### src/rtl/cix32_muldiv_seq.sv
// Sequential 32-bit MUL/IMUL/DIV/IDIV unit: shift-add multiply and restoring divide,
// retiring BITS_PER_CYCLE result bits per iteration cycle.
module cix32_muldiv_seq #(
  parameter int unsigned BITS_PER_CYCLE = 1
) (
  input  logic        clk,
  input  logic        rst_n,
  input  logic        start_valid,
  output logic        start_ready,
  input  logic [1:0]  op,
  input  logic [31:0] src_a_hi,
  input  logic [31:0] src_a_lo,
  input  logic [31:0] src_b,
  input  logic        flush,
  output logic        done_valid,
  input  logic        done_ready,
  output logic [31:0] result_lo,
  output logic [31:0] result_hi,
  output logic        cf_of,
  output logic        div_err,
  output logic        busy
);

  localparam int unsigned ITERS = 32 / BITS_PER_CYCLE;

  typedef enum logic [2:0] {
    S_IDLE,
    S_PREP,
    S_ITER,
    S_FIX,
    S_DONE
  } state_e;

  typedef enum logic [1:0] {
    OP_MUL,
    OP_IMUL,
    OP_DIV,
    OP_IDIV
  } op_e;

  state_e      state_q, state_d;
  op_e         op_q, op_d;
  logic [63:0] acc_q, acc_d;
  logic [31:0] opb_q, opb_d;
  logic        quo_neg_q, quo_neg_d;
  logic        rem_neg_q, rem_neg_d;
  logic        ovf_q, ovf_d;
  logic [5:0]  cnt_q, cnt_d;
  logic [31:0] res_lo_q, res_lo_d;
  logic [31:0] res_hi_q, res_hi_d;
  logic        cf_q, cf_d;
  logic        err_q, err_d;

  logic        is_signed;
  logic [31:0] mag_b, mag_alo;
  logic [63:0] mag_dvd, prod;
  logic [31:0] quo_s, rem_s;
  logic        idiv_ovf;
  logic        prep_err;
  logic [63:0] step_acc;
  logic [64:0] shifted;
  logic [32:0] trial, sum;

  // One iteration cycle: BITS_PER_CYCLE chained steps. During DIV/IDIV acc holds
  // {partial remainder, dividend/quotient}; during MUL/IMUL {partial product, multiplier}.
  always_comb begin
    step_acc = acc_q;
    shifted  = '0;
    trial    = '0;
    sum      = '0;
    for (int unsigned i = 0; i < BITS_PER_CYCLE; i++) begin
      if (op_q[1]) begin
        shifted  = {step_acc, 1'b0};
        trial    = shifted[64:32] - {1'b0, opb_q};
        step_acc = trial[32] ? shifted[63:0] : {trial[31:0], shifted[31:1], 1'b1};
      end else begin
        sum      = {1'b0, step_acc[63:32]} + (step_acc[0] ? {1'b0, opb_q} : 33'd0);
        step_acc = {sum, step_acc[31:1]};
      end
    end
  end

  always_comb begin
    is_signed = op_q[0];
    mag_b     = (is_signed && opb_q[31]) ? -opb_q : opb_q;
    mag_alo   = (is_signed && acc_q[31]) ? -acc_q[31:0] : acc_q[31:0];
    mag_dvd   = (is_signed && acc_q[63]) ? -acc_q : acc_q;
    prod      = quo_neg_q ? -acc_q : acc_q;
    quo_s     = quo_neg_q ? -acc_q[31:0] : acc_q[31:0];
    rem_s     = rem_neg_q ? -acc_q[63:32] : acc_q[63:32];
    // A negative quotient may reach 2^31 in magnitude; a positive one may not.
    idiv_ovf  = ovf_q || (quo_neg_q ? (acc_q[31:0] > 32'h8000_0000) : acc_q[31]);
    prep_err  = op_q[1] && ((opb_q == '0) || (!is_signed && (acc_q[63:32] >= opb_q)));

    state_d   = state_q;
    op_d      = op_q;
    acc_d     = acc_q;
    opb_d     = opb_q;
    quo_neg_d = quo_neg_q;
    rem_neg_d = rem_neg_q;
    ovf_d     = ovf_q;
    cnt_d     = cnt_q;
    res_lo_d  = res_lo_q;
    res_hi_d  = res_hi_q;
    cf_d      = cf_q;
    err_d     = err_q;

    unique case (state_q)
      S_IDLE: begin
        if (start_valid) begin
          op_d    = op_e'(op);
          acc_d   = {src_a_hi, src_a_lo};
          opb_d   = src_b;
          state_d = S_PREP;
        end
      end
      S_PREP: begin
        cnt_d     = 6'(ITERS);
        quo_neg_d = 1'b0;
        rem_neg_d = 1'b0;
        ovf_d     = 1'b0;
        if (prep_err) begin
          res_lo_d = '0;
          res_hi_d = '0;
          cf_d     = 1'b0;
          err_d    = 1'b1;
          state_d  = S_DONE;
        end else begin
          state_d = S_ITER;
          if (!op_q[1]) begin
            acc_d     = {32'd0, mag_b};
            opb_d     = mag_alo;
            quo_neg_d = is_signed && (acc_q[31] ^ opb_q[31]);
          end else begin
            acc_d     = mag_dvd;
            opb_d     = mag_b;
            quo_neg_d = is_signed && (acc_q[63] ^ opb_q[31]);
            rem_neg_d = is_signed && acc_q[63];
            // Dividend high half >= divisor means the quotient needs more than 32 bits.
            ovf_d     = is_signed && (mag_dvd[63:32] >= mag_b);
          end
        end
      end
      S_ITER: begin
        acc_d = step_acc;
        cnt_d = cnt_q - 6'd1;
        if (cnt_q == 6'd1) begin
          state_d = S_FIX;
        end
      end
      S_FIX: begin
        cf_d    = 1'b0;
        err_d   = 1'b0;
        state_d = S_DONE;
        unique case (op_q)
          OP_MUL: begin
            res_lo_d = acc_q[31:0];
            res_hi_d = acc_q[63:32];
            cf_d     = |acc_q[63:32];
          end
          OP_IMUL: begin
            res_lo_d = prod[31:0];
            res_hi_d = prod[63:32];
            cf_d     = prod[63:32] != {32{prod[31]}};
          end
          OP_DIV: begin
            res_lo_d = acc_q[31:0];
            res_hi_d = acc_q[63:32];
          end
          OP_IDIV: begin
            if (idiv_ovf) begin
              res_lo_d = '0;
              res_hi_d = '0;
              err_d    = 1'b1;
            end else begin
              res_lo_d = quo_s;
              res_hi_d = rem_s;
            end
          end
          default: ;
        endcase
      end
      S_DONE: begin
        if (done_ready) begin
          state_d = S_IDLE;
        end
      end
      default: state_d = S_IDLE;
    endcase

    if (flush) begin
      state_d = S_IDLE;
      cnt_d   = '0;
    end
  end

  always_ff @(posedge clk or negedge rst_n) begin
    if (!rst_n) begin
      state_q   <= S_IDLE;
      op_q      <= OP_MUL;
      acc_q     <= '0;
      opb_q     <= '0;
      quo_neg_q <= 1'b0;
      rem_neg_q <= 1'b0;
      ovf_q     <= 1'b0;
      cnt_q     <= '0;
      res_lo_q  <= '0;
      res_hi_q  <= '0;
      cf_q      <= 1'b0;
      err_q     <= 1'b0;
    end else begin
      state_q   <= state_d;
      op_q      <= op_d;
      acc_q     <= acc_d;
      opb_q     <= opb_d;
      quo_neg_q <= quo_neg_d;
      rem_neg_q <= rem_neg_d;
      ovf_q     <= ovf_d;
      cnt_q     <= cnt_d;
      res_lo_q  <= res_lo_d;
      res_hi_q  <= res_hi_d;
      cf_q      <= cf_d;
      err_q     <= err_d;
    end
  end

  // Result registers are only visible in DONE so every other state reads as zero.
  assign start_ready = (state_q == S_IDLE);
  assign busy        = (state_q != S_IDLE);
  assign done_valid  = (state_q == S_DONE);
  assign result_lo   = done_valid ? res_lo_q : '0;
  assign result_hi   = done_valid ? res_hi_q : '0;
  assign cf_of       = done_valid & cf_q;
  assign div_err     = done_valid & err_q;

endmodule

### config.mk
export PLATFORM = sky130hd
export DESIGN_NAME = cix32_muldiv_seq
export DESIGN_NICKNAME = d
export VERILOG_FILES = /design/src/rtl/cix32_muldiv_seq.sv
export SDC_FILE = /design/constraint.sdc
export NUM_CORES = 1
export LEC_CHECK = 0
export CORE_MARGIN = 3
export CORE_UTILIZATION = 52
export CTS_CLUSTER_SIZE = 20
export DETAILED_ROUTE_END_ITERATION = 16
export PLACE_DENSITY = 0.73
export SYNTH_ARGS = -nofsm -noshare
export SYNTH_HDL_FRONTEND = slang
export SYNTH_SLANG_ARGS = --single-unit
### constraint.sdc
create_clock -name clk -period 5.7 [get_ports clk]
set_input_delay 1.14 -clock clk [delete_from_list [all_inputs] [get_ports clk]]
set_output_delay 1.14 -clock clk [all_outputs]
set_load 0.1 [all_outputs]
==> out/qor.txt <==
Synth Area in Compound Gates: 0.263
Clock power frac: 0.074
Startpoint Class: flip-flop
Routed WL per cell: 26.7 um
Final slew viol count: 0
RSZ-0062 raised after global routing: false
# setup viols final: 0
Flop pwr share: 0.169
Mean post-synth cell area: 7.43 um^2
Bufs on Longest Clock Path: 2
FF-to-FF End: ovf_q$_DFFE_PN0P_
Antenna violations before repair: 3
Top Ports: 172
Most frequent cells in the layout: nor2_1 (276), o21ai_0 (248), nand2_1 (247)
Net Sw Power: 9660 uW
Main combinational cell family by area after synthesis: compound AO/OA/AOI/OAI gates
Sw frac: 0.580
Worst Clk Skew: 0.0137 ns
HP Class: flip-flop to flip-flop
Hold_sp: res_hi_q[16]$_DFFE_PN0P_
Clock latency reported for the late side of the worst-skew pair: 0.46 ns
Worst path depth: 16
Leading area contributor after synthesis: dfrtp_1
CTS root buffer: clkbuf_16
Final ANT Viol Nets: 0
Syn_nets: 2824
Grt total ovfl: 0
# rows: 69
Setup Buffers After CTS: 0
Filler instances: 3356
Register bit total from synthesis: 176
Die area: 39300 um^2
Main synth FF type: dfrtp_1
Top cell family by delay on the critical path: simple AND/OR/NAND/NOR gates
Critical path required time: 6.03 ns
Worst r2r src: acc_q[32]$_DFFE_PN0P_
R2R cell count: 16
Final worst slack: 0.589 ns
Vias: 21100
CTS Sinks: 176
Number of max-cap violations: 0
Nets@finish: 2870
Reg area: 4410 um^2
Final WL: 83000 um
Tcrit/Tclk final: 0.897
Number of synthesized flops with an enable pin: 0
Synth Area in Simple Gates: 0.228
Leakage: 0.00907 uW
Crit path top cell by count: o21ai_0
CP Capture Type: flip-flop
First-pass GRT wire length: 123000 um
Yosys cell types: 83
Final TNS setup: 0 ns
IO buf count: 171
Hold Buf Count CTS: 0
Reg clk slew, reported paths: 0.08 ns
Async SR Flop Fraction: 1.00
Pre-Repair DR Iteration Count: 10
Total global-route track usage: 0.412
Via/cell ratio: 6.80
Area of the multi-input gates: 13700 um^2
Synth Warn #: 0
Drt drc: 0
Register-to-register setup slack: 0.59 ns
Detailed Place HPWL: 62700 um
Crit path kind: flip-flop to flip-flop
Crit-path max cell delay: 0.63 ns
XOR/XNOR share of the synthesized area: 0.105
Critical path startpoint: acc_q[32]$_DFFE_PN0P_
Layout cells sized above 1: 0.0616
Slowest CP cell: nand4_1
CP max FO: 13
Post-synthesis adder-cell area fraction: 0.0887
Die Width: 198 um
Rel. slew slack: 0.191
Total power: 16600 uW
Combinational power share: 0.757
Cells after synthesis: 2586
Iter 0 DRT Violations: 3245
Die H: 198 um
Least-Margin Pin Slew: 1.21 ns
Initial core utilization: 0.534
Post-place setup slack: 0.869 ns
CP endpoint: ovf_q$_DFFE_PN0P_
CTS tree: yes
Post_cts resized: 0
Fin Hold WS: 0.470 ns
Mux cell area share after synthesis: 0.0273
Gpl congestion: 1.05
Status: finished, final reports clean
Sequential fraction of the synthesis area: 0.229
Core ar.: 36000 um^2
Vias in the first global route: 19900
Tmin final: 5.11 ns
Syn-to-layout area delta: 13.5%
Synth area leaders: dfrtp_1 (23%), ha_1 (8.7%), xnor2_1 (6.8%)
CP arrival: 5.44 ns
Peak supply drop: 0.000452 V
Fmax: 0.196 GHz
H-tree Lvls: 4
Final-report hold violation count: 0
Synthesized area: 19200 um^2
Internal power: 6990 uW
Largest net degree at the start of global routing: 120
P per Cell Area: 763 nW/um^2
Cts bufs inserted: 17
CP cell instances: clkinv_1 -> ha_1 -> or3b_2 -> nor3_1 -> nand4_1 -> o21ai_0 -> xnor2_1 -> ha_1 -> a21oi_1 -> nor2b_1 -> o21ai_0 -> nand2b_1 -> a21oi_1 -> o21ai_0 -> o21ai_0 -> a221oi_1
CP Buf/Inv Count: 1
Post-synth top area share: 0.229
Most common cell after layout, fill and taps aside: nor2_1
==> flip-flops by register name, indices dropped and copies added, names as in the netlist <==
register / flops
acc_q: 64
cf_q: 1
cnt_q: 6
err_q: 1
op_q: 2
opb_q: 32
ovf_q: 1
quo_neg_q: 1
rem_neg_q: 1
res_hi_q: 32
res_lo_q: 32
state_q: 3
==> per-stage QoR <==
stage | cell area, um^2 | util | cells
after floorplan | 19200 | - | 2586
after global placement | 21200 | 0.589 | 3074
after detailed placement | 21200 | 0.589 | 3074
after CTS | 21800 | 0.606 | 3105
after global routing | 21800 | 0.606 | 3105
final | 21800 | 0.606 | 3106
==> tightest hold or removal path, cell delays in order, from the launching register on <==
cell and delay (ns):
dfrtp_1 0.34, nand2_1 0.04, o21ai_0 0.05
==> synth_stat cells (all sizes together) (49+ instances only) <==
library cell	number
ha	133
clkbuf	173
xnor2	149
a211oi	49
o21ai	253
nor2	281
xor2	82
nor3	83
nand2	248
a21oi	189
dfrtp	176
and2	82
inv	76
==> area by class of cell <==
type,instances,share of cell area
sequential,176,0.202
clock buffer,18,0.0201
antenna,1,0.000115
timing repair buffer,233,0.100
clock inverter,13,0.00677
tap,461,0.0265
multi-input combinational,2125,0.630
inverter,79,0.0136
==> worst min-delay path by stage <==
stage / slack (ns) / endpoint / cells past startpoint
floorplan: 0.44 / res_hi_q[0]$_DFFE_PN0P_ / 2
global placement: 0.45 / res_hi_q[17]$_DFFE_PN0P_ / 2
detailed placement: 0.46 / res_hi_q[0]$_DFFE_PN0P_ / 2
CTS: 0.48 / res_hi_q[30]$_DFFE_PN0P_ / 2
global route: 0.49 / res_hi_q[10]$_DFFE_PN0P_ / 2
finish: 0.47 / res_hi_q[16]$_DFFE_PN0P_ / 2
==> kinds of logic (layout without fill, tap and decap cells) <==
| kind of cell | Yosys count | in the layout |
|---|---|---|
| AND/OR/NAND/NOR | 915 | 915 |
| AO/OA/AOI/OAI | 795 | 795 |
| buffers and inverters | 285 | 343 |
| XOR/XNOR | 231 | 231 |
| flip-flops | 176 | 176 |
| adder cells (fa/ha/maj) | 135 | 135 |
| multiplexers | 49 | 49 |
| other | 0 | 1 |
==> metal layers <==
layer  up-vias  global-route usage  share of wire
met1      9850               0.555           0.40
met3       297               0.120           0.13
met5         -                   0              0
li1       9399                   -              -
met4         0               0.231          0.065
met2      1561               0.591           0.41
==> power groups by stage <==
stage | sequential, uW | clock, uW | combinational, uW
3_3_place_gp | 2750 | 0 | 11900
2_1_floorplan | 2160 | 0 | 8840
4_1_cts | 2750 | 1230 | 12100
5_1_grt | 2870 | 1280 | 13500
6_report | 2820 | 1230 | 12600
3_5_place_dp | 2770 | 0 | 12000
Note: power is estimated with default switching activity, not from simulation.
